==> config.mk <==
export PLATFORM = sky130hd
export DESIGN_NAME = instruction_fetch_stage
export DESIGN_NICKNAME = d
export VERILOG_FILES = /design/src/rtl/instruction_fetch_stage_pkg.sv /design/src/rtl/instruction_fetch_stage_pc_unit.sv /design/src/rtl/instruction_fetch_stage.sv
export SDC_FILE = /design/constraint.sdc
export NUM_CORES = 1
export LEC_CHECK = 0
export ABC_AREA = 1
export CAP_MARGIN = 0
export CELL_PAD_IN_SITES_DETAIL_PLACEMENT = 1
export CELL_PAD_IN_SITES_GLOBAL_PLACEMENT = 2
export CORE_MARGIN = 3
export CORE_UTILIZATION = 20
export DETAILED_ROUTE_END_ITERATION = 16
export PLACE_DENSITY = 0.78
export SETUP_SLACK_MARGIN = 0.2
export SYNTH_ARGS = -nofsm -noshare
export SYNTH_HDL_FRONTEND = slang
export SYNTH_SLANG_ARGS = --single-unit
==> constraint.sdc <==
create_clock -name clk -period 2.8 [get_ports clk]
set_clock_uncertainty 0.1 [all_clocks]
set_input_delay 0.84 -clock clk [delete_from_list [all_inputs] [get_ports clk]]
set_output_delay 0.84 -clock clk [all_outputs]
set_load 0.05 [all_outputs]
==> src/rtl/instruction_fetch_stage_pkg.sv <==
// instruction_fetch_stage_pkg: shared fetch constants and FSM state type
package instruction_fetch_stage_pkg;
    localparam int PC_W = 32;
    localparam logic [PC_W-1:0] CPU_NOP_INSTR = 32'h0000_0013;
    typedef enum logic {S_REQ, S_HOLD} if_state_t;
endpackage

==> src/rtl/instruction_fetch_stage_pc_unit.sv <==
// pc_unit: PC register with +4 incrementer and word-aligned redirect mux
module pc_unit
    import instruction_fetch_stage_pkg::*;
#(
    parameter logic [PC_W-1:0] RESET_PC = '0
) (
    input  logic            clk,
    input  logic            reset,
    input  logic            i_advance,
    input  logic            i_redirect,
    input  logic [PC_W-1:0] i_target,
    output logic [PC_W-1:0] o_pc,
    output logic [PC_W-1:0] o_pc_next
);
    logic [PC_W-1:0] r_pc;
    always_ff @(posedge clk) begin
        if (reset)
            r_pc <= RESET_PC;
        else if (i_redirect)
            r_pc <= i_target & ~PC_W'(3);
        else if (i_advance)
            r_pc <= o_pc_next;
    end
    assign o_pc      = r_pc;
    assign o_pc_next = r_pc + PC_W'(4);
endmodule

==> src/rtl/instruction_fetch_stage.sv <==
// instruction_fetch_stage: IF stage FSM fetching from imem with stall hold buffer and branch redirect
module instruction_fetch_stage
    import instruction_fetch_stage_pkg::*;
#(
    parameter logic [PC_W-1:0] RESET_PC  = 32'h0000_0000,
    parameter logic [PC_W-1:0] NOP_INSTR = CPU_NOP_INSTR
) (
    input  logic            clk,
    input  logic            reset,
    input  logic            stall,
    input  logic            branch_taken,
    input  logic [PC_W-1:0] branch_target,
    input  logic [PC_W-1:0] imem_readdata,
    input  logic            imem_busywait,
    output logic            imem_read,
    output logic [PC_W-1:0] imem_address,
    output logic [PC_W-1:0] pc_out,
    output logic [PC_W-1:0] pc_next_out,
    output logic [PC_W-1:0] instruction,
    output logic            if_busywait
);
    if_state_t       r_state;
    if_state_t       w_state_next;
    logic [PC_W-1:0] r_buf;
    logic            w_advance;
    logic            w_capture;
    assign w_advance = (r_state == S_REQ) ? (!imem_busywait && !stall) : !stall;
    assign w_capture = (r_state == S_REQ) && !imem_busywait && stall && !branch_taken;
    pc_unit #(.RESET_PC(RESET_PC)) u_pc (
        .clk        (clk),
        .reset      (reset),
        .i_advance  (w_advance),
        .i_redirect (branch_taken),
        .i_target   (branch_target),
        .o_pc       (pc_out),
        .o_pc_next  (pc_next_out)
    );
    always_ff @(posedge clk) begin
        if (reset) begin
            r_state <= S_REQ;
            r_buf   <= NOP_INSTR;
        end else begin
            r_state <= w_state_next;
            if (w_capture)
                r_buf <= imem_readdata;
        end
    end
    always_comb begin
        w_state_next = branch_taken ? S_REQ :
                       (r_state == S_REQ) ? ((!imem_busywait && stall) ? S_HOLD : S_REQ) :
                       (stall ? S_HOLD : S_REQ);
    end
    // Memory data reaches the output only for a live, completed read
    always_comb begin
        imem_read    = (r_state == S_REQ);
        imem_address = pc_out;
        if_busywait  = (r_state == S_REQ) && imem_busywait;
        instruction  = branch_taken ? NOP_INSTR :
                       (r_state == S_REQ) ? (imem_busywait ? NOP_INSTR : imem_readdata) :
                       r_buf;
    end
endmodule

==> results of run 1 <==
-- cells by family after synthesis --
family / count (synthesis) / share of synthesized area
buffers and inverters: 120 / 0.1473
flip-flops: 63 / 0.3073
XOR/XNOR: 15 / 0.04482
AND/OR/NAND/NOR: 330 / 0.3415
adder cells (fa/ha/maj): 1 / 0.003048
AO/OA/AOI/OAI: 118 / 0.1552
other: 1 / 0.0009138
-- worst reg2reg max path, cell delays in order, from the launching register on --
cell and delay, ns:
sky130_fd_sc_hd__dfxtp_4 0.36, sky130_fd_sc_hd__ha_4 0.17, sky130_fd_sc_hd__nand2_4 0.06, sky130_fd_sc_hd__nor2_4 0.05, sky130_fd_sc_hd__nand2_4 0.14, sky130_fd_sc_hd__nor2_8 0.08
sky130_fd_sc_hd__nand2_2 0.08, sky130_fd_sc_hd__nand2_4 0.06, sky130_fd_sc_hd__buf_6 0.12, sky130_fd_sc_hd__buf_4 0.12, sky130_fd_sc_hd__buf_4 0.12, sky130_fd_sc_hd__buf_4 0.12
sky130_fd_sc_hd__buf_4 0.12, sky130_fd_sc_hd__buf_4 0.12, sky130_fd_sc_hd__buf_4 0.12, sky130_fd_sc_hd__buf_6 0.10, sky130_fd_sc_hd__buf_6 0.10, sky130_fd_sc_hd__buf_6 0.10
sky130_fd_sc_hd__buf_6 0.10, sky130_fd_sc_hd__buf_6 0.10, sky130_fd_sc_hd__nand3_2 0.06, sky130_fd_sc_hd__a21oi_2 0.05
-- worst paths after layout --
kind | start | to | slack, ns | depth (start not counted)
hold / removal | r_buf[19] | r_buf[19] | 0.36 | 2
setup reg to reg | u_pc.o_pc[2] | u_pc.o_pc[22] | 0.14 | 21
setup / recovery | u_pc.o_pc[2] | pc_next_out[18] | 0.009 | 8
hold reg to reg | r_buf[19] | r_buf[19] | 0.36 | 2
-- sequential cells by signal (all words and copies together) (netlist names) --
signal and flops:
u_pc.o_pc 30, r_state 1, r_buf 32
-- timing repair --
action	4_1_cts	5_1_grt
pin swaps	55	54
buffers inserted	37	21
endpoints found under the setup margin	78	70
gates cloned	2	0
gates resized for setup	204	59
-- where the power goes --
part           internal [W]  switching (W)  total [W]
sequential         0.000941      0.0000625    0.00100
combinational      0.000528       0.000750    0.00128
clock              0.000836       0.000466    0.00130
-- cell usage in the layout (no fill, tap or decap), drive strengths merged --
| cell | Yosys | layout |
|---|---|---|
| o21ai | 17 | 17 |
| dfxtp | 63 | 63 |
| clkinvlp | 0 | 3 |
| a22oi | 1 | 1 |
| nor3 | 1 | 1 |
| buf | 53 | 156 |
| clkdlybuf4s50 | 0 | 73 |
| bufinv | 0 | 2 |
| and2 | 6 | 6 |
| nor2 | 48 | 48 |
| inv | 53 | 53 |
| o22ai | 3 | 3 |
| nand3 | 20 | 20 |
| conb | 1 | 6 |
| dlymetal6s2s | 0 | 8 |
| a21oi | 83 | 83 |
| a31oi | 5 | 5 |
| a221oi | 1 | 1 |
| clkbuf | 14 | 10 |
| ha | 1 | 1 |
| dlygate4sd2 | 0 | 41 |
| a22o | 8 | 8 |
| xnor2 | 3 | 3 |
| clkinv | 0 | 1 |
| xor2 | 12 | 12 |
| nand2 | 255 | 255 |
-- through the flow --
stage | utilization | std cells | total power [W] | instance area [um2] | hold WS (ns)
3_3_place_gp | 0.3676 | 1069 | 0.002165 | 7272 | 0.3492
2_1_floorplan | - | 653 | 0.001706 | 4722 | 0.3292
3_5_place_dp | 0.3676 | 1069 | 0.002170 | 7272 | 0.3524
5_1_grt | 0.4488 | 1145 | 0.003735 | 8877 | 0.3834
4_1_cts | 0.4281 | 1124 | 0.003586 | 8469 | 0.3652
6_report | 0.4488 | 1145 | 0.003583 | 8877 | 0.3628
-- per-layer routing --
layer,up-vias,part of all wire,track usage
met2,139,0.51,0.2976
met1,2367,0.43,0.2094
met4,2,0.011,0.05126
met3,15,0.053,0.03737
li1,2444,-,-
met5,-,0.00068,0
-- final cells by class --
cell class / count / area [um2] / area share
timing repair buffer: 278 / 3332 / 0.3753
clock buffer: 10 / 250.2 / 0.02819
sequential: 63 / 1323 / 0.1490
tap: 265 / 331.6 / 0.03735
inverter: 53 / 210.2 / 0.02368
multi-input combinational: 470 / 3341 / 0.3763
clock inverter: 6 / 90.09 / 0.01015
==> load_flow_metrics.sql, run 1 <==
INSERT INTO impl_metrics (metric_group, metric, value, unit) VALUES
('outcome', 'outcome', 'finished clean', ''),
('power', 'power-per-cell-area', '403.6', 'nW/um2'),
('clocking', 'tritoncts', 'built', ''),
('sta', 'fraction_of_the_cycle_the_final_worst_path_needs', '0.9966', ''),
('job', 'max_cap_violations', '0', ''),
('setup_path', 'cp-end-kind', 'primary output', ''),
('detailed_routing', 'vias', '4967', ''),
('detailed_routing', 'drt-total-wl', '19110', 'um'),
('synth', 'syn_area_per_cell', '6.333', 'um2'),
('clocking', 'cts_inserted_buffers', '9', ''),
('power', 'worst_ir_drop_vdd', '0.2891', 'mV'),
('synth', 'netlist-cell-type-count', '30', ''),
('setup_path', 'startpoint_type', 'flip-flop', ''),
('die', 'core_rows', '51', ''),
('sta', 'hold_viol', '0', ''),
('sta', 'timing_max_transition_violations_final', '0', ''),
('layout', 'layout_cells_sized_above_1', '0.4091', ''),
('layout', 'layout.nets', '945', ''),
('sta', 'achievable-frequency', '0.3583', 'GHz'),
('setup_path', 'cpMaxStageDelayCell', 'sky130_fd_sc_hd__dfxtp_4', ''),
('detailed_routing', 'detail_route.iter0.violations', '127', ''),
('clocking', 'ctsHoldBuffers', '0', ''),
('die', 'dieArea', '22270', 'um2'),
('setup_path', 'cp_cell_sequence', 'ha_4 > nand2_4 > nor2_4 > nand2_4 > nor2_8 > buf_12 > xor2_4 > buf_12', ''),
('setup_path', 'worst_path_largest_cell_delay', '0.37', 'ns'),
('global_routing', 'grt_start_max_net_pins', '30', ''),
('clocking', 'clk_pin_slew_worst_paths', '0.06', 'ns'),
('global_routing', 'number_of_antenna_violations_at_the_first_check_in_global_routing', '1', ''),
('detailed_routing', 'detail_route.drc_violations', '0', ''),
('layout', 'layout.filler_cells', '2281', ''),
('global_routing', 'first_global_vias', '5377', ''),
('sta', 'rsz0062_at_grt', 'true', ''),
('synth', 'postSynth.asyncResetShare', '0', ''),
('die', 'core_area', '19780', 'um2'),
('placement', 'gp_congestion', '0.7721', ''),
('clocking', 'clk_latency', '0.34', 'ns'),
('detailed_routing', 'routed_wire_length_per_instance', '16.69', 'um'),
('detailed_routing', 'route.antenna.remaining_nets', '0', ''),
('synth', 'postSynthCellCount', '648', ''),
('detailed_routing', 'drt-vias-per-instance', '4.338', ''),
('synth', 'seq_area_frac_synth', '0.3073', ''),
('setup_path', 'timing_worst_setup_path_type', 'reg2out', ''),
('die', 'die-width', '149.2', 'um'),
('synth', 'synth_flop_cell', 'sky130_fd_sc_hd__dfxtp_1', ''),
('setup_path', 'critical_path_peak_fanout', '5', ''),
('synth', 'synthDominantAreaCellType', 'sky130_fd_sc_hd__dfxtp_1', ''),
('sta', 'setup_total_negative_slack', '0', 'ns'),
('placement', 'dp_worst_setup_slack', '-0.3108', 'ns'),
('min_path', 'hp-class', 'reg2reg', ''),
('clocking', 'numClockSinks', '63', ''),
('synth', 'synth_edf_count', '0', ''),
('global_routing', 'grt_first_pass_wirelength', '29750', 'um'),
('synth', 'ys_warn_count', '0', ''),
('sta', 'post-route-min-period', '2.791', 'ns'),
('synth', 'yosys.area.top_type_share', '0.3073', ''),
('setup_path', 'critPathTopFamily', 'simple AND/OR/NAND/NOR gates', ''),
('detailed_routing', 'detail_route.first_pass.iterations', '4', ''),
('synth', 'yosys_register_bits', '63', ''),
('sta', 'max_slew.worst_pin.slew', '0.6171', 'ns'),
('setup_path', 'critical_path_required', '1.86', 'ns'),
('setup_path', 'worst-path-buf-inv', '2', ''),
('synth', 'cell_with_the_most_instances_after_synthesis', 'sky130_fd_sc_hd__nand2_1', ''),
('clocking', 'cts.path.max_buffers', '2', ''),
('die', 'top_level_ports', '199', ''),
('synth', 'post_synthesis_instance_area', '4104', 'um2'),
('power', 'total_leakage_power', '3.647', 'nW'),
('global_routing', 'grt_overflow', '0', ''),
('layout', 'area_growth', '116.3', '%'),
('placement', 'buffer_ports.inserted', '190', ''),
('clocking', 'clock_tree.htree_level_count', '3', ''),
('global_routing', 'combined_global_route_utilization_of_all_metal_layers', '0.1703', '');
(Power assumes the default switching activity.)
==> inputs of run 2 (changes only) <==
--- a/config.mk
+++ b/config.mk
@@ -9,9 +9,11 @@
 export CAP_MARGIN = 0
 export CELL_PAD_IN_SITES_DETAIL_PLACEMENT = 1
 export CELL_PAD_IN_SITES_GLOBAL_PLACEMENT = 2
+export CORE_ASPECT_RATIO = 1.5
 export CORE_MARGIN = 3
 export CORE_UTILIZATION = 20
 export DETAILED_ROUTE_END_ITERATION = 16
+export HOLD_SLACK_MARGIN = 0.12
 export PLACE_DENSITY = 0.78
 export SETUP_SLACK_MARGIN = 0.2
 export SYNTH_ARGS = -nofsm -noshare
==> load_flow_metrics.sql, run 2 (same netlist as run 1, synthesis figures left out) <==
INSERT INTO impl_metrics (metric_group, metric, value, unit) VALUES
('setup_path', 'startpoint_type', 'input port', ''),
('power', 'total_leakage_power', '3.634', 'nW'),
('detailed_routing', 'drt-total-wl', '19350', 'um'),
('setup_path', 'regToRegStartpoint', 'r_state', ''),
('setup_path', 'critical_path_peak_fanout', '7', ''),
('outcome', 'violations', 'negative setup slack', ''),
('power', 'int_power', '0.002093', 'W'),
('die', 'die-height', '181.4', 'um'),
('global_routing', 'combined_global_route_utilization_of_all_metal_layers', '0.1738', ''),
('die', 'dieArea', '22310', 'um2'),
('job', 'max_cap_violations', '0', ''),
('sta', 'rsz0062_at_grt', 'true', ''),
('setup_path', 'cp-startpoint', 'imem_busywait', ''),
('layout', 'post_layout_nonfiller_instances', '1128', ''),
('setup_path', 'worst_path_largest_cell_delay', '0.16', 'ns'),
('power', 'power.net_switching', '0.001277', 'W'),
('global_routing', 'first_global_vias', '5484', ''),
('setup_path', 'cp_cell_sequence', 'buf_8 > nor2_4 > buf_6 > buf_6 > buf_12 > nand2_4 > a21oi_4 > buf_12', ''),
('die', 'top_level_ports', '199', ''),
('die', 'floorplan.initialDensity', '0.2058', ''),
('power', 'power-per-cell-area', '384.0', 'nW/um2'),
('layout', 'layout_cells_sized_above_1', '0.3975', ''),
('setup_path', 'cpMaxStageDelayCell', 'sky130_fd_sc_hd__nor2_4', ''),
('clocking', 'clk_pin_slew_worst_paths', '0.06', 'ns'),
('setup_path', 'arrival', '1.86', 'ns'),
('sta', 'final_critical_path_setup_slack', '-0.0007437', 'ns'),
('setup_path', 'critical_path_required', '1.86', 'ns'),
('power', 'p_comb_frac', '0.377', ''),
('die', 'die-width', '123.0', 'um'),
('power', 'power.sequential.fraction', '0.298', ''),
('global_routing', 'number_of_antenna_violations_at_the_first_check_in_global_routing', '0', ''),
('detailed_routing', 'detail_route.first_pass.iterations', '4', ''),
('global_routing', 'grt_overflow', '0', ''),
('sta', 'fraction_of_the_cycle_the_final_worst_path_needs', '1.000', ''),
('layout', 'regMostFlops', 'r_buf', ''),
('clocking', 'tritoncts', 'built', ''),
('clocking', 'cts.path.max_buffers', '2', ''),
('layout', 'area_growth', '113.9', '%'),
('layout', 'flip_flop_count_of_the_largest_register_all_copies_and_words_added', '32', ''),
('layout', 'final_common_cell', 'sky130_fd_sc_hd__nand2_1', ''),
('setup_path', 'timing_worst_setup_path_type', 'in2out', ''),
('placement', 'place.detailed.instances', '1062', ''),
('sta', 'finalSetupViolCount', '1', ''),
('detailed_routing', 'routed_wire_length_per_instance', '17.15', 'um'),
('power', 'power.clock.fraction', '0.325', ''),
('clocking', 'clk_latency', '0.34', 'ns'),
('clocking', 'clock_tree.htree_level_count', '3', ''),
('detailed_routing', 'detail_route.drc_violations', '0', ''),
('sta', 'post-route-min-period', '2.801', 'ns'),
('sta', 'max_slew.worst_pin.slew', '0.5503', 'ns'),
('sta', 'fin_hold_ws', '0.3608', 'ns'),
('detailed_routing', 'route.antenna.remaining_nets', '0', ''),
('placement', 'buffer_ports.inserted', '190', ''),
('power', 'power.share.switching', '0.3790', ''),
('global_routing', 'grt_start_max_net_pins', '33', ''),
('min_path', 'hp-class', 'reg2reg', ''),
('detailed_routing', 'vias', '4974', ''),
('clocking', 'cts_inserted_buffers', '9', ''),
('power', 'worst_ir_drop_vdd', '0.2411', 'mV'),
('layout', 'num_antenna_cells', '0', ''),
('min_path', 'min_from', 'r_buf[13]', ''),
('clocking', 'numClockSinks', '63', ''),
('outcome', 'outcome', 'finished with violations', ''),
('setup_path', 'cp-end-kind', 'primary output', ''),
('sta', 'maxSlewHeadroom', '0.6346', ''),
('layout', 'layout_common_cells', '192 x sky130_fd_sc_hd__nand2_1, 80 x sky130_fd_sc_hd__clkdlybuf4s50_1, 71 x sky130_fd_sc_hd__buf_12', ''),
('sta', 'timing_max_transition_violations_final', '0', ''),
('layout', 'layout.nets', '933', ''),
('sta', 'setup_total_negative_slack', '-0.0007437', 'ns'),
('clocking', 'clk_root_buffer_cell', 'sky130_fd_sc_hd__clkbuf_16', ''),
('sta', 'hold_viol', '0', ''),
('detailed_routing', 'detail_route.iter0.violations', '153', ''),
('detailed_routing', 'drt-vias-per-instance', '4.410', ''),
('die', 'core_area', '19940', 'um2'),
('die', 'core_rows', '63', ''),
('placement', 'place_hpwl', '13700', 'um'),
('global_routing', 'grt_first_pass_wirelength', '29880', 'um'),
('sta', 'achievable-frequency', '0.3570', 'GHz'),
('placement', 'gp_congestion', '0.7794', '');
==> run 2: repair_timing <==
item                       CTS  global route
buffers inserted            30            17
pin swaps                   54            58
hold buffers                 0             0
resized for setup          174            60
cloned                       3             0
setup endpoints to repair   83            68
==> run 2: cell type report <==
type	instances	area [um2]
sequential	63	1315
tap	260	325.3
timing repair buffer	266	3291
clock buffer	10	239.0
multi-input combinational	470	3353
inverter	53	210.2
fill	2272	11170
clock inverter	6	43.79
==> run 2: power groups by stage <==
| stage | registers (W) | clock network [W] | logic (W) |
|---|---|---|---|
| 2_1_floorplan | 0.00111 | 0 | 0.000596 |
| 3_3_place_gp | 0.00102 | 0 | 0.00114 |
| 3_5_place_dp | 0.00102 | 0 | 0.00115 |
| 4_1_cts | 0.00101 | 0.00113 | 0.00125 |
| 5_1_grt | 0.00101 | 0.00117 | 0.00134 |
| 6_report | 0.00100 | 0.00110 | 0.00127 |
==> run 2: worst max-delay path: cells and delay by family <==
kind | cells | cell delay (ns)
and+or+nand+nor | 2 | 0.22
buffers and inverters | 5 | 0.62
AOI/OAI and AO/OA | 1 | 0.16
==> run 2: through the flow <==
stage	utilization	power, W	worst slack (ns)	instance area, um2
after floorplan	-	0.001706	0.1661	4722
after global placement	0.3637	0.002166	-0.2704	7253
after detailed placement	0.3637	0.002171	-0.3021	7253
after CTS	0.4209	0.003388	-0.03283	8394
after global routing	0.4401	0.003524	-0.07631	8777
final	0.4401	0.003370	-0.0007437	8777
==> run 2: worst paths after layout <==
kind                          to  slack (ns)  cells past startpoint
hold reg to reg        r_buf[13]        0.36                      2
hold / removal         r_buf[13]        0.36                      2
setup reg to reg       r_buf[17]        0.76                     11
setup / recovery  instruction[5]     -0.0007                      8
==> run 2: metal layers <==
metal | vias to the layer above | global-route usage | wire (um) | share of wire
li1 | 2424 | - | - | -
met1 | 2398 | 0.1761 | 6928 | 0.36
met2 | 129 | 0.3419 | 11150 | 0.58
met3 | 23 | 0.02992 | 806 | 0.042
met4 | 0 | 0.06457 | 466 | 0.024
met5 | - | 0 | 0 | 0
==> inputs of run 3 (changes only) <==
--- a/config.mk
+++ b/config.mk
@@ -13,7 +13,6 @@
 export CORE_MARGIN = 3
 export CORE_UTILIZATION = 20
 export DETAILED_ROUTE_END_ITERATION = 16
-export HOLD_SLACK_MARGIN = 0.12
 export PLACE_DENSITY = 0.78
 export SETUP_SLACK_MARGIN = 0.2
 export SYNTH_ARGS = -nofsm -noshare
==> results of run 3 <==
The final DEF is identical to that of run 2; final timing and power are the same.
